===== config.mk =====
export PLATFORM = sky130hd
export DESIGN_NAME = piezo_seq_flat
export DESIGN_NICKNAME = d
export VERILOG_FILES = /design/src/rtl/piezo_seq_pkg.sv /design/src/rtl/piezo_seq_if.sv /design/src/rtl/piezo_note_rom.sv /design/src/rtl/piezo_seq.sv /design/src/flat_wrapper.sv
export SDC_FILE = /design/constraint.sdc
export NUM_CORES = 1
export LEC_CHECK = 0
export ABC_AREA = 1
export BUFFER_PORTS_ARGS = -buffer_cell sky130_fd_sc_hd__buf_2
export CORE_UTILIZATION = 55
export CTS_CLUSTER_SIZE = 28
export DETAILED_ROUTE_END_ITERATION = 7
export PLACE_DENSITY = 0.81
export SYNTH_ARGS = -nofsm -noshare
export SYNTH_HDL_FRONTEND = slang
export SYNTH_SLANG_ARGS = --single-unit

===== constraint.sdc =====
create_clock -name clk -period 5.9 [get_ports clk]
set_input_delay 0.885 -clock clk [delete_from_list [all_inputs] [get_ports clk]]
set_output_delay 0.885 -clock clk [all_outputs]
set_load 0.01 [all_outputs]

===== src/rtl/piezo_seq_pkg.sv =====
// rtl/piezo_seq_pkg.sv - note type, FSM states and default alert melodies
package piezo_pkg;

  typedef struct packed {
    logic [15:0] half_period;
    logic [7:0]  dur;
    logic        last;
  } note_t;

  typedef enum logic [1:0] {
    S_IDLE = 2'd0,
    S_NOTE = 2'd1,
    S_REST = 2'd2
  } state_t;

  localparam note_t SILENT_LAST = '{half_period: 16'd0, dur: 8'd1, last: 1'b1};

  localparam note_t ID0_N0 = '{half_period: 16'd8, dur: 8'd4, last: 1'b1};

  localparam note_t ID1_N0 = '{half_period: 16'd6, dur: 8'd2, last: 1'b0};
  localparam note_t ID1_N1 = '{half_period: 16'd4, dur: 8'd2, last: 1'b1};

  localparam note_t ID2_N0 = '{half_period: 16'd3, dur: 8'd1, last: 1'b0};
  localparam note_t ID2_N1 = '{half_period: 16'd0, dur: 8'd1, last: 1'b0};
  localparam note_t ID2_N2 = '{half_period: 16'd3, dur: 8'd1, last: 1'b1};

  // Unknown (id, index) pairs play a single silent tick and end the melody.
  function automatic note_t melody_note(input int unsigned id, input int unsigned idx);
    note_t n;
    n = SILENT_LAST;
    if (id == 0 && idx == 0)      n = ID0_N0;
    else if (id == 1 && idx == 0) n = ID1_N0;
    else if (id == 1 && idx == 1) n = ID1_N1;
    else if (id == 2 && idx == 0) n = ID2_N0;
    else if (id == 2 && idx == 1) n = ID2_N1;
    else if (id == 2 && idx == 2) n = ID2_N2;
    return n;
  endfunction

endpackage


===== src/rtl/piezo_seq_if.sv =====
// rtl/piezo_seq_if.sv - alert request / piezo output bundle
interface piezo_seq_if #(
  parameter int NUM_ALERTS = 3
) ();

  localparam int ID_W = (NUM_ALERTS > 1) ? $clog2(NUM_ALERTS) : 1;

  logic [NUM_ALERTS-1:0] alert_req;
  logic                  mute;
  logic                  piezo;
  logic                  piezo_n;
  logic                  playing;
  logic [ID_W-1:0]       active_id;

  modport master (
    output alert_req, mute,
    input  piezo, piezo_n, playing, active_id
  );

  modport slave (
    input  alert_req, mute,
    output piezo, piezo_n, playing, active_id
  );

endinterface


===== src/rtl/piezo_note_rom.sv =====
// rtl/piezo_note_rom.sv - combinational (alert id, note index) to note lookup
module piezo_note_rom
  import piezo_pkg::*;
#(
  parameter int NUM_ALERTS = 3,
  parameter int MAX_NOTES  = 4,
  localparam int ID_W = (NUM_ALERTS > 1) ? $clog2(NUM_ALERTS) : 1,
  localparam int NIW  = (MAX_NOTES > 1) ? $clog2(MAX_NOTES) : 1
) (
  input  logic [ID_W-1:0] id,
  input  logic [NIW-1:0]  idx,
  output note_t           note
);

  // The final slot always ends the melody so the note index never overflows.
  always_comb begin
    note = melody_note(32'(id), 32'(idx));
    if (idx == NIW'(MAX_NOTES - 1)) begin
      note.last = 1'b1;
    end
  end

endmodule


===== src/rtl/piezo_seq.sv =====
// rtl/piezo_seq.sv - prioritised alert melody sequencer driving a piezo pair
module piezo_seq
  import piezo_pkg::*;
#(
  parameter int NUM_ALERTS = 3,
  parameter int MAX_NOTES  = 4,
  parameter int TICK_SHIFT = 20,
  parameter int REST_TICKS = 4
) (
  input  logic        clk,
  input  logic        rst,
  piezo_seq_if.slave  bus
);

  localparam int ID_W = (NUM_ALERTS > 1) ? $clog2(NUM_ALERTS) : 1;
  localparam int NIW  = (MAX_NOTES > 1) ? $clog2(MAX_NOTES) : 1;
  localparam int TCW  = ($clog2(REST_TICKS + 1) > 8) ? $clog2(REST_TICKS + 1) : 8;
  localparam logic [TCW-1:0] REST_LAST = TCW'((REST_TICKS > 0) ? REST_TICKS - 1 : 0);

  state_t                state_q, state_d;
  logic [ID_W-1:0]       id_q, id_d;
  logic [NIW-1:0]        idx_q, idx_d;
  logic [TICK_SHIFT-1:0] pre_q, pre_d;
  logic [TCW-1:0]        tick_q, tick_d;
  logic [15:0]           tone_cnt_q, tone_cnt_d;
  logic                  tone_q, tone_d;

  logic [ID_W-1:0] winner;
  logic            req_any;
  note_t           cur;
  logic            tick;
  logic [TCW-1:0]  dur_last;
  logic            note_end;
  logic            rest_end;
  logic            preempt;
  logic            restart;
  logic            sounding;

  always_comb begin
    winner = '0;
    for (int i = 0; i < NUM_ALERTS; i++) begin
      if (bus.alert_req[i]) winner = ID_W'(i);
    end
  end

  assign req_any = |bus.alert_req;

  piezo_note_rom #(
    .NUM_ALERTS (NUM_ALERTS),
    .MAX_NOTES  (MAX_NOTES)
  ) u_rom (
    .id   (id_q),
    .idx  (idx_q),
    .note (cur)
  );

  // A zero duration still plays for one tick.
  assign tick     = &pre_q;
  assign dur_last = (cur.dur == 8'd0) ? '0 : TCW'(cur.dur - 8'd1);
  assign note_end = (state_q == S_NOTE) && tick && (tick_q == dur_last);
  assign rest_end = (state_q == S_REST) && tick && (tick_q == REST_LAST);
  assign preempt  = (state_q != S_IDLE) && req_any && (winner > id_q);

  always_comb begin
    state_d    = state_q;
    id_d       = id_q;
    idx_d      = idx_q;
    pre_d      = pre_q + 1'b1;
    tick_d     = tick ? tick_q + 1'b1 : tick_q;
    tone_cnt_d = tone_cnt_q;
    tone_d     = tone_q;
    restart    = 1'b0;

    if (state_q == S_NOTE && cur.half_period != 16'd0) begin
      if (tone_cnt_q == cur.half_period - 16'd1) begin
        tone_cnt_d = '0;
        tone_d     = ~tone_q;
      end else begin
        tone_cnt_d = tone_cnt_q + 16'd1;
      end
    end

    if (bus.mute) begin
      state_d = S_IDLE;
      restart = 1'b1;
    end else begin
      case (state_q)
        S_IDLE: begin
          restart = 1'b1;
          if (req_any) begin
            state_d = S_NOTE;
            id_d    = winner;
            idx_d   = '0;
          end
        end
        S_NOTE: begin
          if (preempt) begin
            id_d    = winner;
            idx_d   = '0;
            restart = 1'b1;
          end else if (note_end) begin
            restart = 1'b1;
            if (!cur.last)    idx_d   = idx_q + 1'b1;
            else if (req_any) state_d = S_REST;
            else              state_d = S_IDLE;
          end
        end
        S_REST: begin
          if (preempt || rest_end) begin
            restart = 1'b1;
            if (req_any) begin
              state_d = S_NOTE;
              id_d    = winner;
              idx_d   = '0;
            end else begin
              state_d = S_IDLE;
            end
          end
        end
        default: begin
          state_d = S_IDLE;
          restart = 1'b1;
        end
      endcase
    end

    // Every note and rest begins from a clean prescaler and a high tone phase.
    if (restart) begin
      pre_d      = '0;
      tick_d     = '0;
      tone_cnt_d = '0;
      tone_d     = 1'b1;
    end
  end

  always_ff @(posedge clk) begin
    if (rst) begin
      state_q    <= S_IDLE;
      id_q       <= '0;
      idx_q      <= '0;
      pre_q      <= '0;
      tick_q     <= '0;
      tone_cnt_q <= '0;
      tone_q     <= 1'b0;
    end else begin
      state_q    <= state_d;
      id_q       <= id_d;
      idx_q      <= idx_d;
      pre_q      <= pre_d;
      tick_q     <= tick_d;
      tone_cnt_q <= tone_cnt_d;
      tone_q     <= tone_d;
    end
  end

  assign sounding      = (state_q == S_NOTE) && (cur.half_period != 16'd0);
  assign bus.piezo     = sounding & tone_q;
  assign bus.piezo_n   = sounding & ~tone_q;
  assign bus.playing   = (state_q != S_IDLE);
  assign bus.active_id = id_q;

endmodule


===== src/flat_wrapper.sv =====
// flat-port wrapper written by rule: the top's interface ports become plain ports
module piezo_seq_flat import piezo_pkg::*;
#(
  parameter int NUM_ALERTS = 3,
  parameter int MAX_NOTES  = 4,
  parameter int TICK_SHIFT = 20,
  parameter int REST_TICKS = 4
)
  (clk, rst, bus_alert_req, bus_mute, bus_piezo, bus_piezo_n, bus_playing, bus_active_id);
  piezo_seq_if #(.NUM_ALERTS(NUM_ALERTS)) bus_i ();
  input  logic clk;
  input  logic rst;
  input wire logic [$bits(bus_i.alert_req)-1:0] bus_alert_req;
  input wire logic [$bits(bus_i.mute)-1:0] bus_mute;
  output wire logic [$bits(bus_i.piezo)-1:0] bus_piezo;
  output wire logic [$bits(bus_i.piezo_n)-1:0] bus_piezo_n;
  output wire logic [$bits(bus_i.playing)-1:0] bus_playing;
  output wire logic [$bits(bus_i.active_id)-1:0] bus_active_id;
  assign bus_i.alert_req = bus_alert_req;
  assign bus_i.mute = bus_mute;
  assign bus_piezo = bus_i.piezo;
  assign bus_piezo_n = bus_i.piezo_n;
  assign bus_playing = bus_i.playing;
  assign bus_active_id = bus_i.active_id;
  piezo_seq #(.NUM_ALERTS(NUM_ALERTS), .MAX_NOTES(MAX_NOTES), .TICK_SHIFT(TICK_SHIFT), .REST_TICKS(REST_TICKS)) u_core (.clk(clk), .rst(rst), .bus(bus_i));
endmodule

## Word level (Yosys, flattened, before mapping)

Index checks and enable logic that the tools add are counted.

- Add/subtract/negate cells: 6
- Shifts and indexed selects: 0
- Bitwise gates (word level): 4
- Reductions and logical operators: 31
- Equality and inequality tests: 18
- Div/mod/pow operators: 0
- Multiplexer cells: 37
- $mul: 0
- Magnitude comparators: 1

Operators by type and width:

| cell | number |
|---|---|
| $mux 11 | 3 |
| $mux 2 | 15 |
| $mux 12 | 2 |
| $add 20x1->20 const B | 1 |
| $reduce_and 20->1 | 1 |
| $pmux 2 s3 | 3 |
| $add 16x1->16 const B | 1 |
| $eq 16x16->1 | 1 |
| $mux 16 | 1 |
| $reduce_bool 16->1 | 1 |
| $logic_and 1x1->1 | 13 |
| $mux 13 | 1 |
| $mux 1 | 10 |
| $reduce_and 5->1 | 2 |
| $add 8x1->8 const B | 1 |
| $eq 2x2->1 const B | 4 |
| $eq 8x2->1 const B | 1 |
| $eq 8x8->1 | 1 |
| $logic_not 8->1 | 1 |
| $mux 8 | 1 |
| $ne 2x1->1 const B | 4 |
| $sub 8x1->8 const B | 1 |
| $eq 2x1->1 const B | 3 |
| $logic_not 2->1 | 3 |
| 16 further kinds | 22 |

- Input port bits: 6
- Bits in registers: 51
- Memory bits (read-only): 0
- RAM bits: 0
- Memories: 0
- Output and inout bits: 5
- Logic and storage cells: 104
- Latch bits: 0

## Longest topological paths before layout

- Depth after elaboration: 18
- Mapped depth: 19
- Mapped depth without buffers: 18

## Hierarchy

Synthesis repeated with hierarchy kept, for this count alone.

- Cells, all modules: 607
- Area total of the unflattened synthesis: 3,991.3 um2

By module, submodules not included:

| module | area each (um2) | seq. area each (um2) | times used | cells an instance |
|---|---|---|---|---|
| piezo_seq | 3,762.4 | 1,021.0 | 1 | 566 |
| piezo_note_rom | 229.0 | 0.0 | 1 | 41 |

## Worst setup path after synthesis

OpenSTA, ideal clock, no wires.

- Path kind: register to output
- Start: reg u_core.idx_q[1]
- End: out bus_piezo_n
- Arrival: 1.595 ns
- Path buffers: 0
- Data required time: 5.015 ns
- Cell stages (with the launch flop): 11
- Slack: 3.420 ns
- Cells stage by stage: dfxtp_1 > inv_1 > ha_1 > inv_1 > nand2_1 > a21oi_1 > inv_1 > ha_1 > nand3_2 > nand2_1 > nor2_1

- Longest elaborated chain between the ends: 11
- Elaborated cells between the ends (all ways): 18
- Classes of those cells: eq/ne: 2; mux: 6; bitwise: 1; reduce/logical: 9

Ends and longest elaborated chain:

| element | line | text |
|---|---|---|
| from (decl) | piezo_seq.sv:22 | `logic [NIW-1:0] idx_q, idx_d;` |
| from (signal assigned) | piezo_seq.sv:148 | `idx_q <= idx_d;` |
| $eq 2x2->1 | piezo_seq_pkg.sv:36 | `else if (id == 2 && idx == 2) n = ID2_N2;` |
| $logic_and 1x1->1 | piezo_seq_pkg.sv:36 |  |
| $mux 11 | piezo_seq_pkg.sv:36 |  |
| $mux 11 | piezo_seq_pkg.sv:35 | `else if (id == 2 && idx == 1) n = ID2_N1;` |
| $mux 11 | piezo_seq_pkg.sv:34 | `else if (id == 2 && idx == 0) n = ID2_N0;` |
| $mux 12 | piezo_seq_pkg.sv:33 | `else if (id == 1 && idx == 1) n = ID1_N1;` |
| $mux 12 | piezo_seq_pkg.sv:32 | `else if (id == 1 && idx == 0) n = ID1_N0;` |
| $mux 13 * | piezo_seq_pkg.sv:31 | `if (id == 0 && idx == 0) n = ID0_N0;` |
| $reduce_bool 16->1 * | piezo_seq.sv:156 | `assign sounding = (state_q == S_NOTE) && (cur.half_period != 16'd0);` |
| $logic_and 1x1->1 * | piezo_seq.sv:156 |  |
| $and 1x1->1 * | piezo_seq.sv:158 | `assign bus.piezo_n = sounding & ~tone_q;` |
| to (decl) | flat_wrapper.sv:16 | `output wire logic [$bits(bus_i.piezo_n)-1:0] bus_piezo_n;` |

Every way passes the cells marked *; elsewhere a longest branch is shown, timed or not.

## Final worst setup path

Same ends and word-level chain as after synthesis.

==> results.cfg <==
[status]
outcome = completed

[floorplanning]
rows = 26
die_y_um = 76.72
chipWidth_um = 76.72
die_area_mm2 = 0.005885
pin_count = 11
core_mm2 = 0.005238
start_util_pct = 58.62

[finish]
drive_above_1_share_pct = 11.83
syn2layout_area_growth_pct = 6.275
nets = 486
n_antenna_cell = 0
fin_cells = 535
finish.instance_area_mm2 = 0.003263
nFillCells = 492

[place]
io_buffers = 10
dp.cells = 527
placed_area_mm2 = 0.003179
place.gp.congestion = 0.8997
dp_hpwl_um = 4276

[synthesis]
syn-cell-area_mm2 = 0.003070
synth_edf_count = 0
synth-seq-cells = 51
synth_async_sr_flop_share_pct = 0
synth.distinct_cells = 30
synth_flop_cell = dfxtp_1
synth_area_leader_cell = dfxtp_1
synth_warnings = 0
ys_top_cells_by_area = dfxtp_1 (33%), nand2_1 (13%), nor2_1 (8.6%)
seq_area_frac_synth_pct = 33.25
yosysMostFrequentCell = nand2_1
syn_inst = 451
synth.top_cell.area_share_pct = 33.25
avgSynthCellArea_um2 = 6.808
synth_common_cells = nand2_1 (106), nor2_1 (70), inv_1 (60)
synth_fp_nets = 473

[grt]
antenna_found_initial = 0
grt_usage_pct = 19.89
grt_max_degree = 32
grt_pass1_wl_um = 9777
first_global_vias = 2429
gr-total-overflow = 0

[cts]
cts_buffers = 5
clockBufferDepth = 2
cts_sinks = 51
clock_latency_ps = 310
cts_root_buf = clkbuf_8
ctsResizeCount = 0
cts_hold_buf = 0
clkTransAtPathRegs_ps = 100
post_cts_buffers = 0
htreeDepth = 2
cts_tree = built

[power]
pwr_density_cell_mw_per_mm2 = 202.2
p_comb_share_pct = 16.3
seqPwrFrac_pct = 53.6
switchingPower_uw = 193.7
p_clk_share_pct = 30.1
switching_share_pct = 29.35
leakage_uw = 0.001360
ir_drop_mv = 0.1193
power.internal_uw = 466.0
total_power_uw = 659.7

[run]
cap_violations = 0

[timing]
max_freq_mhz = 315.1
slew_headroom_pct = 56.72
finalHoldViolations = 0
tns_ps = 0
rsz0062_at_grt = false
fin_skew_ps = 9.275
tightest_slew_ps = 648.5
drv_slew = 0
finalSetupViolations = 0
min_period_ps = 3174
finalCritPeriodShare_pct = 53.79

[routing]
wirelength_um = 5517
num_vias = 2674
post_drt_wl_per_cell_um = 10.31
viasPerCell = 4.998
first_pass_iters = 4
drc = 0
drtIter0Drc = 107
drtAntennaViolNets = 0

[setup_path]
worstPathArrival_ps = 2290
endpoint_kind = output pin
rr_startpoint = u_core.bus.active_id[1]
crit_path_start_kind = flip-flop
r2r_slack_ps = 3200
required_ps = 5020
crit_type = flip-flop to output pin
cp_max_fo = 6
cp-startpoint = u_core.idx_q[1]

[worst_hold_path]
hp-class = flip-flop to flip-flop
worstHoldStart = u_core.pre_q[0]
-- path summary, 6_finish.rpt --
check / to / depth (start not counted)
setup reg to reg: u_core.tone_cnt_q[13] / 11
hold reg to reg: u_core.pre_q[0] / 1
setup / recovery: bus_piezo_n / 11
hold / removal: u_core.pre_q[0] / 1
-- power by group through the flow --
stage	Clock [uW]	Combinational [uW]	Sequential, uW
detailed placement	0	107	362
global placement	0	105	362
finish	199	107	354
CTS	205	108	354
floorplan	0	84.6	361
global route	217	123	355
-- state kept, by name (all words and copies together) (netlist names) --
signal	flops
u_core.pre_q	20
u_core.tone_q	1
u_core.tick_q	8
u_core.state_q	2
u_core.bus.active_id	2
u_core.tone_cnt_q	16
u_core.idx_q	2
-- final cells by class --
type                    instances  area (um^2)  share of cell area (%)
multi-input cells             333         1784                   54.68
flip-flops and latches         51         1021                   31.29
inverters                      63        236.5                   7.247
well taps                      70        87.58                   2.684
clock buffers                   5        68.82                   2.109
repair buffers                 10        50.05                   1.534
clock inverters                 3        15.01                  0.4601
-- critical path, stage by stage, from the launching register on --
cell,delay (ps)
dfxtp_1,400
inv_1,80
ha_1,180
inv_1,90
nand2_1,80
a21oi_1,240
inv_1,110
ha_1,220
nand3_2,90
nand2_1,140
nor2_1,180
buf_2,160
-- per-layer routing --
metal  track usage (%)  part of all wire, %  vias up
li1                  -                    -     1438
met1             23.95                   48     1193
met2             35.36                   47       35
met3             3.452                  3.5        8
met4             6.731                  1.2        0
met5                 0                    0        -
-- through the flow --
stage          setup slack [ps]  util (%)  hold WS, ps
2_1_floorplan              3420         -        413.2
3_3_place_gp               2818     60.70        428.7
3_5_place_dp               2702     60.70        439.5
4_1_cts                    2712     62.30        453.5
5_1_grt                    2512     62.30        473.4
6_report                   2726     62.30        455.2
-- cells by family after synthesis --
group	count (synthesis)	synth area share (%)
and+or+nand+nor	262	39.24
buffers and inverters	67	8.639
DFF	51	33.25
AOI/OAI and AO/OA	30	5.216
xor gates and xnor gates	25	7.131
adders and majority gates	16	6.520
-- cells in the final DEF, fill, tap and decap left out, types with 4 or more instances in the layout --
cell and instances:
a21oi_1 24, buf_2 10, clkbuf_8 5, dfxtp_1 51, ha_1 16, inv_1 60, nand2_1 106, nand3_1 25
nand3_2 5, nand4_1 11, nor2_1 70, nor2_2 17, nor3_1 7, o21ai_0 4, xor2_1 22
Power figures use the tool's default switching activity.
